### src/rtl/cond_pkg.sv
// Shared definitions for the conditional-execution unit: condition codes,
// NZCV bit positions and default sizing.
package cond_pkg;

    localparam int COND_W          = 4;
    localparam int NUM_FLAGS_DEF   = 4;
    localparam int FLAG_GROUPS_DEF = 2;
    localparam int STAT_W          = 16;

    localparam int N_BIT = 3;
    localparam int Z_BIT = 2;
    localparam int C_BIT = 1;
    localparam int V_BIT = 0;

    typedef enum logic [COND_W-1:0] {
        EQ = 4'h0,
        NE = 4'h1,
        CS = 4'h2,
        CC = 4'h3,
        MI = 4'h4,
        PL = 4'h5,
        VS = 4'h6,
        VC = 4'h7,
        HI = 4'h8,
        LS = 4'h9,
        GE = 4'hA,
        LT = 4'hB,
        GT = 4'hC,
        LE = 4'hD,
        AL = 4'hE,
        NV = 4'hF
    } cond_code_e;

endpackage

### src/rtl/cond_logic_pipe_eval.sv
// Combinational ARM condition-code evaluator: decides whether an instruction
// with the given condition field executes under the current NZCV flags.
module cond_eval
    import cond_pkg::*;
#(
    parameter int NUM_FLAGS = NUM_FLAGS_DEF
) (
    input  logic [COND_W-1:0]    cond,
    input  logic [NUM_FLAGS-1:0] flags,
    output logic                 pass
);

    logic n_f;
    logic z_f;
    logic c_f;
    logic v_f;

    assign n_f = flags[N_BIT];
    assign z_f = flags[Z_BIT];
    assign c_f = flags[C_BIT];
    assign v_f = flags[V_BIT];

    always_comb begin
        pass = 1'b1;
        case (cond_code_e'(cond))
            EQ:      pass = z_f;
            NE:      pass = ~z_f;
            CS:      pass = c_f;
            CC:      pass = ~c_f;
            MI:      pass = n_f;
            PL:      pass = ~n_f;
            VS:      pass = v_f;
            VC:      pass = ~v_f;
            HI:      pass = c_f & ~z_f;
            LS:      pass = ~c_f | z_f;
            GE:      pass = (n_f == v_f);
            LT:      pass = (n_f != v_f);
            GT:      pass = ~z_f & (n_f == v_f);
            LE:      pass = z_f | (n_f != v_f);
            // NV is treated as unconditional, same as AL.
            default: pass = 1'b1;
        endcase
    end

endmodule

### src/rtl/cond_logic_pipe.sv
// Execute-stage conditional-execution unit: owns NZCV plus a shadow copy,
// gates the instruction's side effects and registers them into Memory.
// Optional build macro COND_STATS_EN adds saturating exec/squash counters.
module cond_logic_pipe
    import cond_pkg::*;
#(
    parameter int NUM_FLAGS   = NUM_FLAGS_DEF,
    parameter int FLAG_GROUPS = FLAG_GROUPS_DEF
) (
    input  logic                   clk,
    input  logic                   reset,
    input  logic                   en,
    input  logic                   flush_e,
    input  logic                   pc_src_e,
    input  logic                   reg_write_e,
    input  logic                   mem_write_e,
    input  logic [FLAG_GROUPS-1:0] flag_write_e,
    input  logic [COND_W-1:0]      cond_e,
    input  logic [NUM_FLAGS-1:0]   alu_flags,
    input  logic                   save_flags,
    input  logic                   restore_flags,
    output logic                   cond_ex_e,
    output logic                   pc_src_taken_e,
    output logic                   pc_src_m,
    output logic                   reg_write_m,
    output logic                   mem_write_m,
    output logic [NUM_FLAGS-1:0]   flags,
    output logic [NUM_FLAGS-1:0]   shadow_flags
`ifdef COND_STATS_EN
    ,
    output logic [STAT_W-1:0]      exec_cnt,
    output logic [STAT_W-1:0]      squash_cnt
`endif
);

    localparam int GW = NUM_FLAGS / FLAG_GROUPS;

    logic                   cond_pass;
    logic                   pc_src_p0;
    logic                   reg_write_p0;
    logic                   mem_write_p0;
    logic [FLAG_GROUPS-1:0] fw_p0;
    logic [NUM_FLAGS-1:0]   flags_q;
    logic [NUM_FLAGS-1:0]   shadow_q;

    cond_eval #(
        .NUM_FLAGS (NUM_FLAGS)
    ) u_cond_eval (
        .cond  (cond_e),
        .flags (flags_q),
        .pass  (cond_pass)
    );

    // ---- Execute stage: condition check and side-effect gating ----
    assign cond_ex_e      = cond_pass & ~flush_e;
    assign pc_src_taken_e = pc_src_e & cond_ex_e;

    assign pc_src_p0    = pc_src_e & cond_ex_e;
    assign reg_write_p0 = reg_write_e & cond_ex_e;
    assign mem_write_p0 = mem_write_e & cond_ex_e;
    assign fw_p0        = flag_write_e & {FLAG_GROUPS{cond_ex_e}};

    // ---- Execute -> Memory boundary ----
    always_ff @(posedge clk or negedge reset) begin
        if (!reset) begin
            pc_src_m    <= 1'b0;
            reg_write_m <= 1'b0;
            mem_write_m <= 1'b0;
        end else if (en) begin
            pc_src_m    <= pc_src_p0;
            reg_write_m <= reg_write_p0;
            mem_write_m <= mem_write_p0;
        end
    end

    // Restore outranks any group write; untouched groups hold their value.
    for (genvar g = 0; g < FLAG_GROUPS; g++) begin : g_flag_grp
        logic [GW-1:0] grp_q;

        always_ff @(posedge clk or negedge reset) begin
            if (!reset) begin
                grp_q <= '0;
            end else if (en) begin
                if (restore_flags) begin
                    grp_q <= shadow_q[g*GW +: GW];
                end else if (fw_p0[g]) begin
                    grp_q <= alu_flags[g*GW +: GW];
                end
            end
        end

        assign flags_q[g*GW +: GW] = grp_q;
    end

    // Shadow samples the pre-edge flags, so save+restore naturally swaps.
    always_ff @(posedge clk or negedge reset) begin
        if (!reset) begin
            shadow_q <= '0;
        end else if (en && save_flags) begin
            shadow_q <= flags_q;
        end
    end

    assign flags        = flags_q;
    assign shadow_flags = shadow_q;

`ifdef COND_STATS_EN
    function automatic logic [STAT_W-1:0] sat_inc(input logic [STAT_W-1:0] v);
        return (v == {STAT_W{1'b1}}) ? v : v + 1'b1;
    endfunction

    logic [STAT_W-1:0] exec_q;
    logic [STAT_W-1:0] squash_q;

    // Bubbles are neither executed nor squashed, so they are not counted.
    always_ff @(posedge clk or negedge reset) begin
        if (!reset) begin
            exec_q   <= '0;
            squash_q <= '0;
        end else if (en && !flush_e) begin
            if (cond_ex_e) begin
                exec_q <= sat_inc(exec_q);
            end else begin
                squash_q <= sat_inc(squash_q);
            end
        end
    end

    assign exec_cnt   = exec_q;
    assign squash_cnt = squash_q;
`endif

endmodule

### config.mk
export PLATFORM = sky130hd
export DESIGN_NAME = cond_logic_pipe
export DESIGN_NICKNAME = d
export VERILOG_FILES = /design/src/rtl/cond_pkg.sv /design/src/rtl/cond_logic_pipe_eval.sv /design/src/rtl/cond_logic_pipe.sv
export SDC_FILE = /design/constraint.sdc
export NUM_CORES = 1
export LEC_CHECK = 0
export ABC_AREA = 1
export BUFFER_PORTS_ARGS = -buffer_cell sky130_fd_sc_hd__buf_4
export CORE_MARGIN = 4
export CORE_UTILIZATION = 44
export CTS_BUF_LIST = sky130_fd_sc_hd__clkbuf_8
export DETAILED_ROUTE_END_ITERATION = 8
export GPL_TIMING_DRIVEN = 1
export PLACE_DENSITY = 0.77
export SYNTH_ARGS = -nofsm -noshare
export SYNTH_HDL_FRONTEND = slang
export SYNTH_SLANG_ARGS = --single-unit
### constraint.sdc
create_clock -name clk -period 1.1 [get_ports clk]
set_input_delay 0 -clock clk [delete_from_list [all_inputs] [get_ports clk]]
set_output_delay 0 -clock clk [all_outputs]
set_load 0.05 [all_outputs]
==> report_table.html, run 1 <==
<table>
<tr><th>Metric</th><th>Value</th></tr>
<tr><th colspan="2">Outcome</th></tr>
<tr><td>Run status</td><td>finished, violations left</td></tr>
<tr><td>Failing checks</td><td>negative hold slack, negative setup slack</td></tr>
<tr><th colspan="2">Clock tree</th></tr>
<tr><td>Clock Pin Slew Worst Setup and Hold Paths</td><td>0.06 ns</td></tr>
<tr><td>Num CTS Buffers</td><td>3</td></tr>
<tr><td>Number of clock sinks</td><td>11</td></tr>
<tr><td>Clock tree from TritonCTS</td><td>yes</td></tr>
<tr><td>Clock Root Buffer</td><td>clkbuf_8</td></tr>
<tr><td>Clock Path Buffers</td><td>2</td></tr>
<tr><td>Number of H-tree branching levels</td><td>1</td></tr>
<tr><td>Insertion delay to the later sink of the worst-skew pair</td><td>0.25 ns</td></tr>
<tr><th colspan="2">Critical path</th></tr>
<tr><td>Worst EP required</td><td>1.10 ns</td></tr>
<tr><td>CP Cell Sequence</td><td>nor2_2 -&gt; nand2_1 -&gt; nor2_2 -&gt; nand2_2 -&gt; nand2_1 -&gt; nor2_1 -&gt; nand2_2 -&gt; nand2_4 -&gt; nor2_4 -&gt; buf_6</td></tr>
<tr><td>CP max stage cell</td><td>dfrtp_2</td></tr>
<tr><td>CP Launch Type</td><td>flip-flop</td></tr>
<tr><td>FF-to-FF setup slack</td><td>-0.51 ns</td></tr>
<tr><td>Crit path DAT</td><td>1.66 ns</td></tr>
<tr><td>Worst path max stage delay</td><td>0.45 ns</td></tr>
<tr><td>Worst flop-to-flop path endpoint</td><td>g_flag_grp[0].grp_q[0]</td></tr>
<tr><td>CP Max Fanout</td><td>5</td></tr>
<tr><td>Register-to-Register Path Depth</td><td>13</td></tr>
<tr><td>Kind of capture point of the worst setup path</td><td>output pin</td></tr>
<tr><td>Reg-to-reg critical path startpoint</td><td>g_flag_grp[1].grp_q[0]</td></tr>
<tr><td>Worst setup path category</td><td>reg -&gt; out</td></tr>
<tr><th colspan="2">Route</th></tr>
<tr><td>Post-detailed-routing wire length</td><td>2.37 mm</td></tr>
<tr><td>Length of the first detailed-routing pass in iterations</td><td>4</td></tr>
<tr><td>Number of violations reported at the end of detailed-routing iteration 0</td><td>15</td></tr>
<tr><td>DRT antenna net count</td><td>0</td></tr>
<tr><td>Total vias in the final route</td><td>907</td></tr>
<tr><td>DRC</td><td>0</td></tr>
<tr><td>Vias per std cell</td><td>5.07</td></tr>
<tr><td>Routed wire per std cell</td><td>13.2 um</td></tr>
<tr><th colspan="2">Placement</th></tr>
<tr><td>Post-Place Cell Area</td><td>0.00103 sq mm</td></tr>
<tr><td>Placed wire-length estimate after detailed placement</td><td>1.56 mm</td></tr>
<tr><td>Placed Cells incl. Taps</td><td>168</td></tr>
<tr><td>Worst Setup Slack post-DPL</td><td>-0.311 ns</td></tr>
<tr><td>Final weighted congestion of routability-driven global placement</td><td>0.941</td></tr>
<tr><td>Port Buf Inserts</td><td>31</td></tr>
<tr><th colspan="2">Global routing</th></tr>
<tr><td>Maximum number of pins on one net before global-route repair</td><td>14</td></tr>
<tr><td>Total global-route track usage</td><td>19.4%</td></tr>
<tr><td>Via count of the first global-routing pass</td><td>851</td></tr>
<tr><td>Initial antenna violation count</td><td>0</td></tr>
<tr><td>Wire length of the first global-routing pass</td><td>3.72 mm</td></tr>
<tr><td>Global route total overflow</td><td>0</td></tr>
<tr><th colspan="2">Power and ir drop</th></tr>
<tr><td>Switching power as a share of total power</td><td>43.3%</td></tr>
<tr><td>Ratio of total power to cell area</td><td>1530 mW/mm^2</td></tr>
<tr><td>Power spent charging and discharging nets</td><td>810 uW</td></tr>
<tr><td>Sequential share of power</td><td>between 20% and 30%</td></tr>
<tr><td>Largest voltage drop on the vdd net</td><td>0.00130 V</td></tr>
<tr><td>Int Pwr</td><td>about 1.1 mW</td></tr>
<tr><td>Relative contribution of combinational cells to total power</td><td>47.5%</td></tr>
<tr><td>Leak Pwr</td><td>0.654 nW</td></tr>
<tr><td>Part of the power in the clock network</td><td>22.7%</td></tr>
<tr><th colspan="2">Layout</th></tr>
<tr><td>ANT cells</td><td>0</td></tr>
<tr><td>Area taken by multi-input logic gates</td><td>468 sq um</td></tr>
<tr><td>Area used by sequential logic in the layout</td><td>around 280 sq um</td></tr>
<tr><td>Fraction of layout cells with a size suffix above 1</td><td>49.1%</td></tr>
<tr><td>Post-Layout Cell Count</td><td>around 180</td></tr>
<tr><td>Final instance area</td><td>0.00122 sq mm</td></tr>
<tr><td>Filler instances</td><td>around 120</td></tr>
<tr><td>Synthesis-to-layout area growth</td><td>61.2%</td></tr>
<tr><td>Post-layout net count</td><td>183</td></tr>
<tr><th colspan="2">STA</th></tr>
<tr><td>Accumulated negative setup slack</td><td>-4.22 ns</td></tr>
<tr><td>Unrepaired setup endpoints after global routing</td><td>yes</td></tr>
<tr><td>Worst slew margin</td><td>a little under nine tenths</td></tr>
<tr><td>Count of endpoints failing hold in the final timing report</td><td>2</td></tr>
<tr><td>Fin crit share</td><td>150%</td></tr>
<tr><td>Minimum clock period after layout</td><td>1.66 ns</td></tr>
<tr><td>Transition at the pin with the smallest max-transition slack</td><td>0.221 ns</td></tr>
<tr><td>Final setup violation count</td><td>9</td></tr>
<tr><td>Final max-slew violation count</td><td>0</td></tr>
<tr><td>Worst Skew</td><td>between 0.002 and 0.0025 ns</td></tr>
<tr><td>Final hold slack</td><td>-0.00334 ns</td></tr>
<tr><td>Fmax</td><td>roughly 0.60 GHz</td></tr>
<tr><td>Final setup margin</td><td>-0.555 ns</td></tr>
<tr><th colspan="2">Logic synthesis</th></tr>
<tr><td>Net count after synthesis</td><td>138</td></tr>
<tr><td>Unique cell type count in the Yosys netlist</td><td>16</td></tr>
<tr><td>Cell area after synthesis</td><td>roughly 760 sq um</td></tr>
<tr><td>Share of the yosys chip area belonging to registers</td><td>a little over a third</td></tr>
<tr><td>Average cell area after synthesis</td><td>6.36 sq um</td></tr>
<tr><td>Number of synthesized register bits</td><td>11</td></tr>
<tr><td>YS warnings</td><td>0</td></tr>
<tr><td>Mapped Cells</td><td>119</td></tr>
<tr><th colspan="2">Worst hold path</th></tr>
<tr><td>Hold path startpoint</td><td>mem_write_e</td></tr>
<tr><td>Capture endpoint of the worst hold path</td><td>mem_write_m</td></tr>
<tr><td>Hold Crit Class</td><td>in -&gt; reg</td></tr>
<tr><td>Hold Path Stages</td><td>3</td></tr>
<tr><th colspan="2">Floorplan</th></tr>
<tr><td>Die Span X</td><td>49.5 um</td></tr>
<tr><td>Y dimension of the die</td><td>49.5 um</td></tr>
<tr><td>Standard-cell row count</td><td>14</td></tr>
<tr><td>Area of the die</td><td>about 0.0024 sq mm</td></tr>
<tr><td>Core region area</td><td>0.00156 sq mm</td></tr>
<tr><td>Initial cell density of the core</td><td>48.6%</td></tr>
<tr><td>I/O pin total</td><td>32</td></tr>
<tr><th colspan="2">Job</th></tr>
<tr><td>Max-cap violations</td><td>0</td></tr>
</table>
cell type report:
class	count	area share, %
Clock inverter	1	0.308
Clock buffer	3	3.38
Inverter	16	5.74
Sequential cell	11	23.0
Timing Repair Buffer	42	27.6
Multi-Input combinational cell	90	38.4
Tap cell	16	1.64
metrics by stage:
| stage | util, % | total power, mW |
|---|---|---|
| after floorplan | - | 1.02 |
| after global placement | 66.4 | 1.29 |
| after detailed placement | 66.4 | 1.30 |
| after CTS | 74.0 | 1.78 |
| after global routing | 78.3 | 1.96 |
| final | 78.3 | 1.87 |
flip-flops by register name, indices dropped and copies added, names as in the netlist:
register and count:
pc_src_m 1, mem_write_m 1, g_flag_grp.grp_q 4, shadow_flags 4, reg_write_m 1
worst max-delay path, delay by kind of cell (launching register included):
family        cells  cell delay, ns
buf+inv           1            0.16
simple gates      9            0.79
flops             1            0.45
power groups by stage:
stage	clock network, mW	registers (mW)	logic [mW]
finish	0.424	0.558	0.889
global route	0.435	0.569	0.951
CTS	0.418	0.542	0.824
detailed placement	0	0.549	0.749
global placement	0	0.545	0.744
floorplan	0	0.761	0.262
what timing repair did:
item,in CTS,in global routing
hold buffers,1,0
pin swaps,8,11
buffers inserted,5,1
gates resized for setup,7,18
endpoints found under the hold margin,11,0
setup endpoints to repair,9,10
placed cells by master (no fill, tap or decap), drive strengths merged:
cell         synthesis  routed
buf                  1      41
nand2               54      54
dlygate4sd3          0       1
o21ai                7       7
nand3               17      17
clkbuf               1       3
inv                 14      15
nor2                 9       9
a21oi                3       3
clkinv               2       2
dfrtp               11      11
kinds of logic after synthesis:
logic type | share of synthesized area (%)
AOI/OAI and AO/OA | 6.61
buffers and inverters | 10.6
and+or+nand+nor | 46.4
DFF | 36.4
layer usage:
layer	up-vias	share of wire [%]	global-route usage, %
li1	457	-	-
met2	40	50	34.8
met5	-	0	0
met3	9	6.7	3.92
met4	0	3.3	5.53
met1	401	39	23.2
how the worst max path moves through the flow:
| stage | endpoint | slack (ns) | start | cells after the start |
|---|---|---|---|---|
| 3_5_place_dp | g_flag_grp[0].grp_q[0] | -0.31 | g_flag_grp[0].grp_q[1] | 12 |
| 3_3_place_gp | g_flag_grp[1].grp_q[1] | -0.30 | g_flag_grp[0].grp_q[1] | 12 |
| 4_1_cts | cond_ex_e | -0.41 | g_flag_grp[0].grp_q[0] | 9 |
| 5_1_grt | pc_src_taken_e | -0.62 | g_flag_grp[1].grp_q[0] | 10 |
| 2_1_floorplan | pc_src_m | -0.54 | g_flag_grp[0].grp_q[0] | 10 |
| 6_report | pc_src_taken_e | -0.56 | g_flag_grp[1].grp_q[0] | 10 |
Yosys cell counts:
cell type	n	area share (%)
nand2_1	49	24
clkinv_1	1	0.50
clkbuf_1	1	0.50
nor2_1	8	4.0
nor2_2	1	0.83
nand3_2	3	4.0
a21oi_1	3	2.0
nand3_1	14	9.3
clkinv_4	1	1.2
dfrtp_1	11	36
o21ai_1	3	2.0
o21ai_0	4	2.6
nand2_2	5	4.1
inv_2	3	1.5
inv_1	11	5.5
buf_6	1	1.5
No activity file was read; power rests on OpenSTA's default activity.
==> run 2: changes to the inputs <==
- HOLD_SLACK_MARGIN: not set -> 0.15
- TNS_END_PERCENT: not set -> 10
==> report_table.html, run 2 (synthesis results as in run 1) <==
<table>
<tr><th>Metric</th><th>Value</th></tr>
<tr><th colspan="2">STA</th></tr>
<tr><td>Minimum clock period after layout</td><td>1.57 ns (was 1.66 ns)</td></tr>
<tr><td>Transition at the pin with the smallest max-transition slack</td><td>0.231 ns (was 0.221 ns)</td></tr>
<tr><td>Unrepaired setup endpoints after global routing</td><td>yes (unchanged)</td></tr>
<tr><td>Worst slew margin</td><td>84.6% (was 85.3%)</td></tr>
<tr><td>Fmax</td><td>0.636 GHz (was 0.604 GHz)</td></tr>
<tr><td>Final setup margin</td><td>-0.473 ns (was -0.555 ns)</td></tr>
<tr><td>Final hold slack</td><td>0.158 ns (was -0.00334 ns)</td></tr>
<tr><td>Count of endpoints failing hold in the final timing report</td><td>0 (was 2)</td></tr>
<tr><td>Final setup violation count</td><td>9 (unchanged)</td></tr>
<tr><td>Worst Skew</td><td>0.00652 ns (was 0.00238 ns)</td></tr>
<tr><td>Accumulated negative setup slack</td><td>-3.60 ns (was -4.22 ns)</td></tr>
<tr><td>Fin crit share</td><td>143% (was 150%)</td></tr>
<tr><td>Final max-slew violation count</td><td>0 (unchanged)</td></tr>
<tr><th colspan="2">Clock tree</th></tr>
<tr><td>Clock tree from TritonCTS</td><td>yes (unchanged)</td></tr>
<tr><td>Clock Root Buffer</td><td>clkbuf_8 (unchanged)</td></tr>
<tr><td>Insertion delay to the later sink of the worst-skew pair</td><td>0.24 ns (was 0.25 ns)</td></tr>
<tr><td>Clock Path Buffers</td><td>2 (unchanged)</td></tr>
<tr><td>Number of clock sinks</td><td>11 (unchanged)</td></tr>
<tr><td>Number of H-tree branching levels</td><td>1 (unchanged)</td></tr>
<tr><td>Num CTS Buffers</td><td>3 (unchanged)</td></tr>
<tr><td>Clock Pin Slew Worst Setup and Hold Paths</td><td>0.06 ns (about the same)</td></tr>
<tr><th colspan="2">Floorplan</th></tr>
<tr><td>I/O pin total</td><td>32 (unchanged)</td></tr>
<tr><td>Initial cell density of the core</td><td>48.6% (unchanged)</td></tr>
<tr><td>Core region area</td><td>0.00156 sq mm (unchanged)</td></tr>
<tr><td>Standard-cell row count</td><td>14 (unchanged)</td></tr>
<tr><td>Y dimension of the die</td><td>49.5 um (unchanged)</td></tr>
<tr><td>Die Span X</td><td>49.5 um (unchanged)</td></tr>
<tr><td>Area of the die</td><td>0.00245 sq mm (unchanged)</td></tr>
<tr><th colspan="2">Critical path</th></tr>
<tr><td>CP Max Fanout</td><td>6 (was 5)</td></tr>
<tr><td>FF-to-FF setup slack</td><td>-0.45 ns (was -0.51 ns)</td></tr>
<tr><td>Reg-to-reg critical path startpoint</td><td>g_flag_grp[1].grp_q[1] (was g_flag_grp[1].grp_q[0])</td></tr>
<tr><td>Register-to-Register Path Depth</td><td>13 (unchanged)</td></tr>
<tr><td>Crit path DAT</td><td>1.57 ns (was 1.66 ns)</td></tr>
<tr><td>Worst setup path category</td><td>reg -&gt; out (unchanged)</td></tr>
<tr><td>Kind of capture point of the worst setup path</td><td>output pin (unchanged)</td></tr>
<tr><td>Worst flop-to-flop path endpoint</td><td>g_flag_grp[0].grp_q[1] (was g_flag_grp[0].grp_q[0])</td></tr>
<tr><td>CP Launch Type</td><td>flip-flop (unchanged)</td></tr>
<tr><td>Worst EP required</td><td>1.10 ns (about the same)</td></tr>
<tr><th colspan="2">Layout</th></tr>
<tr><td>Post-layout net count</td><td>192 (was 183)</td></tr>
<tr><td>Commonest non-fill, non-tap cells in the layout</td><td>nand2_1 (44), buf_4 (36), nand3_1 (12), dlygate4sd3_1 (12), nand2_2 (9) (was nand2_1 (41), buf_4 (37), nand3_1 (12))</td></tr>
<tr><td>Core Util, Final</td><td>82.2% (was 78.3%)</td></tr>
<tr><td>Most common cell after layout, fill and taps aside</td><td>nand2_1 (unchanged)</td></tr>
<tr><td>Synthesis-to-layout area growth</td><td>69.3% (was 61.2%)</td></tr>
<tr><td>Final instance area</td><td>0.00128 sq mm (was 0.00122 sq mm)</td></tr>
<tr><td>ANT cells</td><td>0 (unchanged)</td></tr>
<tr><td>Fraction of layout cells with a size suffix above 1</td><td>43.6% (was 49.1%)</td></tr>
<tr><th colspan="2">Placement</th></tr>
<tr><td>Placed wire-length estimate after detailed placement</td><td>1.63 mm (was 1.56 mm)</td></tr>
<tr><td>Port Buf Inserts</td><td>31 (unchanged)</td></tr>
<tr><td>Final weighted congestion of routability-driven global placement</td><td>0.781 (was 0.941)</td></tr>
<tr><td>Post-Place Cell Area</td><td>0.00104 sq mm (was 0.00103 sq mm)</td></tr>
<tr><th colspan="2">Route</th></tr>
<tr><td>Length of the first detailed-routing pass in iterations</td><td>4 (unchanged)</td></tr>
<tr><td>DRC</td><td>0 (unchanged)</td></tr>
<tr><td>Routed wire per std cell</td><td>13.3 um (was 13.2 um)</td></tr>
<tr><td>Number of violations reported at the end of detailed-routing iteration 0</td><td>25 (was 15)</td></tr>
<tr><td>Total vias in the final route</td><td>950 (was 907)</td></tr>
<tr><td>DRT antenna net count</td><td>0 (unchanged)</td></tr>
<tr><td>Vias per std cell</td><td>5.05 (was 5.07)</td></tr>
<tr><td>Post-detailed-routing wire length</td><td>2.50 mm (was 2.37 mm)</td></tr>
<tr><th colspan="2">Worst hold path</th></tr>
<tr><td>Hold Path Stages</td><td>5 (was 3)</td></tr>
<tr><td>Hold Crit Class</td><td>in -&gt; reg (unchanged)</td></tr>
<tr><td>Hold path startpoint</td><td>restore_flags (was mem_write_e)</td></tr>
<tr><td>Capture endpoint of the worst hold path</td><td>g_flag_grp[1].grp_q[1] (was mem_write_m)</td></tr>
<tr><th colspan="2">Global routing</th></tr>
<tr><td>Wire length of the first global-routing pass</td><td>4.06 mm (was 3.72 mm)</td></tr>
<tr><td>Initial antenna violation count</td><td>0 (unchanged)</td></tr>
<tr><td>Total global-route track usage</td><td>21.3% (was 19.4%)</td></tr>
<tr><td>Global route total overflow</td><td>0 (unchanged)</td></tr>
<tr><td>Maximum number of pins on one net before global-route repair</td><td>14 (unchanged)</td></tr>
<tr><td>Via count of the first global-routing pass</td><td>917 (was 851)</td></tr>
<tr><th colspan="2">Power and ir drop</th></tr>
<tr><td>Switching power as a share of total power</td><td>42.4% (was 43.3%)</td></tr>
<tr><td>Final Power</td><td>1.84 mW (was 1.87 mW)</td></tr>
<tr><td>Relative contribution of combinational cells to total power</td><td>47.4% (was 47.5%)</td></tr>
<tr><td>Power spent charging and discharging nets</td><td>780 uW (was 810 uW)</td></tr>
<tr><td>Leak Pwr</td><td>0.682 nW (was 0.654 nW)</td></tr>
<tr><td>Largest voltage drop on the vdd net</td><td>0.00114 V (was 0.00130 V)</td></tr>
<tr><td>Int Pwr</td><td>1.06 mW (about the same)</td></tr>
<tr><td>Sequential share of power</td><td>29.7% (was 29.8%)</td></tr>
<tr><td>Part of the power in the clock network</td><td>22.9% (was 22.7%)</td></tr>
<tr><td>Ratio of total power to cell area</td><td>1430 mW/mm^2 (was 1530 mW/mm^2)</td></tr>
<tr><th colspan="2">Outcome</th></tr>
<tr><td>Failing checks</td><td>negative setup slack (was negative hold slack, negative setup slack)</td></tr>
<tr><td>Run status</td><td>finished, violations left (unchanged)</td></tr>
<tr><th colspan="2">Job</th></tr>
<tr><td>Max-cap violations</td><td>0 (unchanged)</td></tr>
</table>
-- run 2: changes by cell type in the layout (fill, tap and decap cells not counted), sizes merged --
cell / delta
inv: -1
buf: -2
dlygate4sd3: +11
clkinv: +1
-- run 2: routing by layer --
| metal | GRT usage (%) | vias to the layer above | part of all wire, % |
|---|---|---|---|
| met2 | 39.3 | 31 | 53 |
| met1 | 23.4 | 437 | 40 |
| met4 | 6.91 | 0 | 1.6 |
| met5 | 0 | - | 0 |
| met3 | 5.72 | 4 | 5.8 |
| li1 | - | 478 | - |
-- run 2: stage by stage --
step           worst slack, ns  instances
2_1_floorplan           -0.538        119
3_3_place_gp            -0.288        169
3_5_place_dp            -0.316        169
4_1_cts                 -0.430        187
5_1_grt                 -0.558        188
6_report                -0.473        188
-- run 2: timing repair --
action | in CTS | in global routing
pin swaps | 6 | 5
resized for setup | 8 | 7
hold endpoints to repair | 18 | 0
buffers inserted | 2 | 1
setup endpoints to repair | 9 | 9
hold buffers | 12 | 0
-- run 2: power by group through the flow --
stage	logic [mW]	registers, mW	clock network, mW
floorplan	0.262	0.761	0
global placement	0.759	0.542	0
detailed placement	0.764	0.547	0
CTS	0.841	0.543	0.425
global route	0.930	0.556	0.455
finish	0.871	0.547	0.421
-- run 2: worst max path at each step --
stage | cells after the start | slack (ns) | from | endpoint
CTS | 10 | -0.43 | g_flag_grp[0].grp_q[0] | pc_src_taken_e
floorplan | 10 | -0.54 | g_flag_grp[0].grp_q[0] | pc_src_m
global placement | 12 | -0.29 | g_flag_grp[0].grp_q[0] | g_flag_grp[1].grp_q[1]
finish | 10 | -0.47 | g_flag_grp[0].grp_q[0] | cond_ex_e
global route | 13 | -0.56 | g_flag_grp[0].grp_q[0] | g_flag_grp[0].grp_q[0]
detailed placement | 12 | -0.32 | g_flag_grp[1].grp_q[1] | g_flag_grp[0].grp_q[0]
-- run 2: worst max-delay path, cell delays in order, from the launching register on --
cell and delay [ns]:
dfrtp_2 0.44, inv_2 0.07, nand2_1 0.06, nand3_1 0.09
nand3_1 0.08, nand2_1 0.06, nor2_1 0.13, nand2_2 0.10
nand2_4 0.09, inv_2 0.06, buf_6 0.15
-- run 2: final cells by class --
| type | instances | area [sq um] |
|---|---|---|
| clock inverter | 1 | 5.00 |
| timing repair buffer | 51 | 424 |
| multi-input combinational | 90 | 445 |
| tap | 16 | 20.0 |
| inverter | 16 | 65.1 |
| sequential | 11 | 280 |
| clock buffer | 3 | 41.3 |
| fill | 112 | 278 |
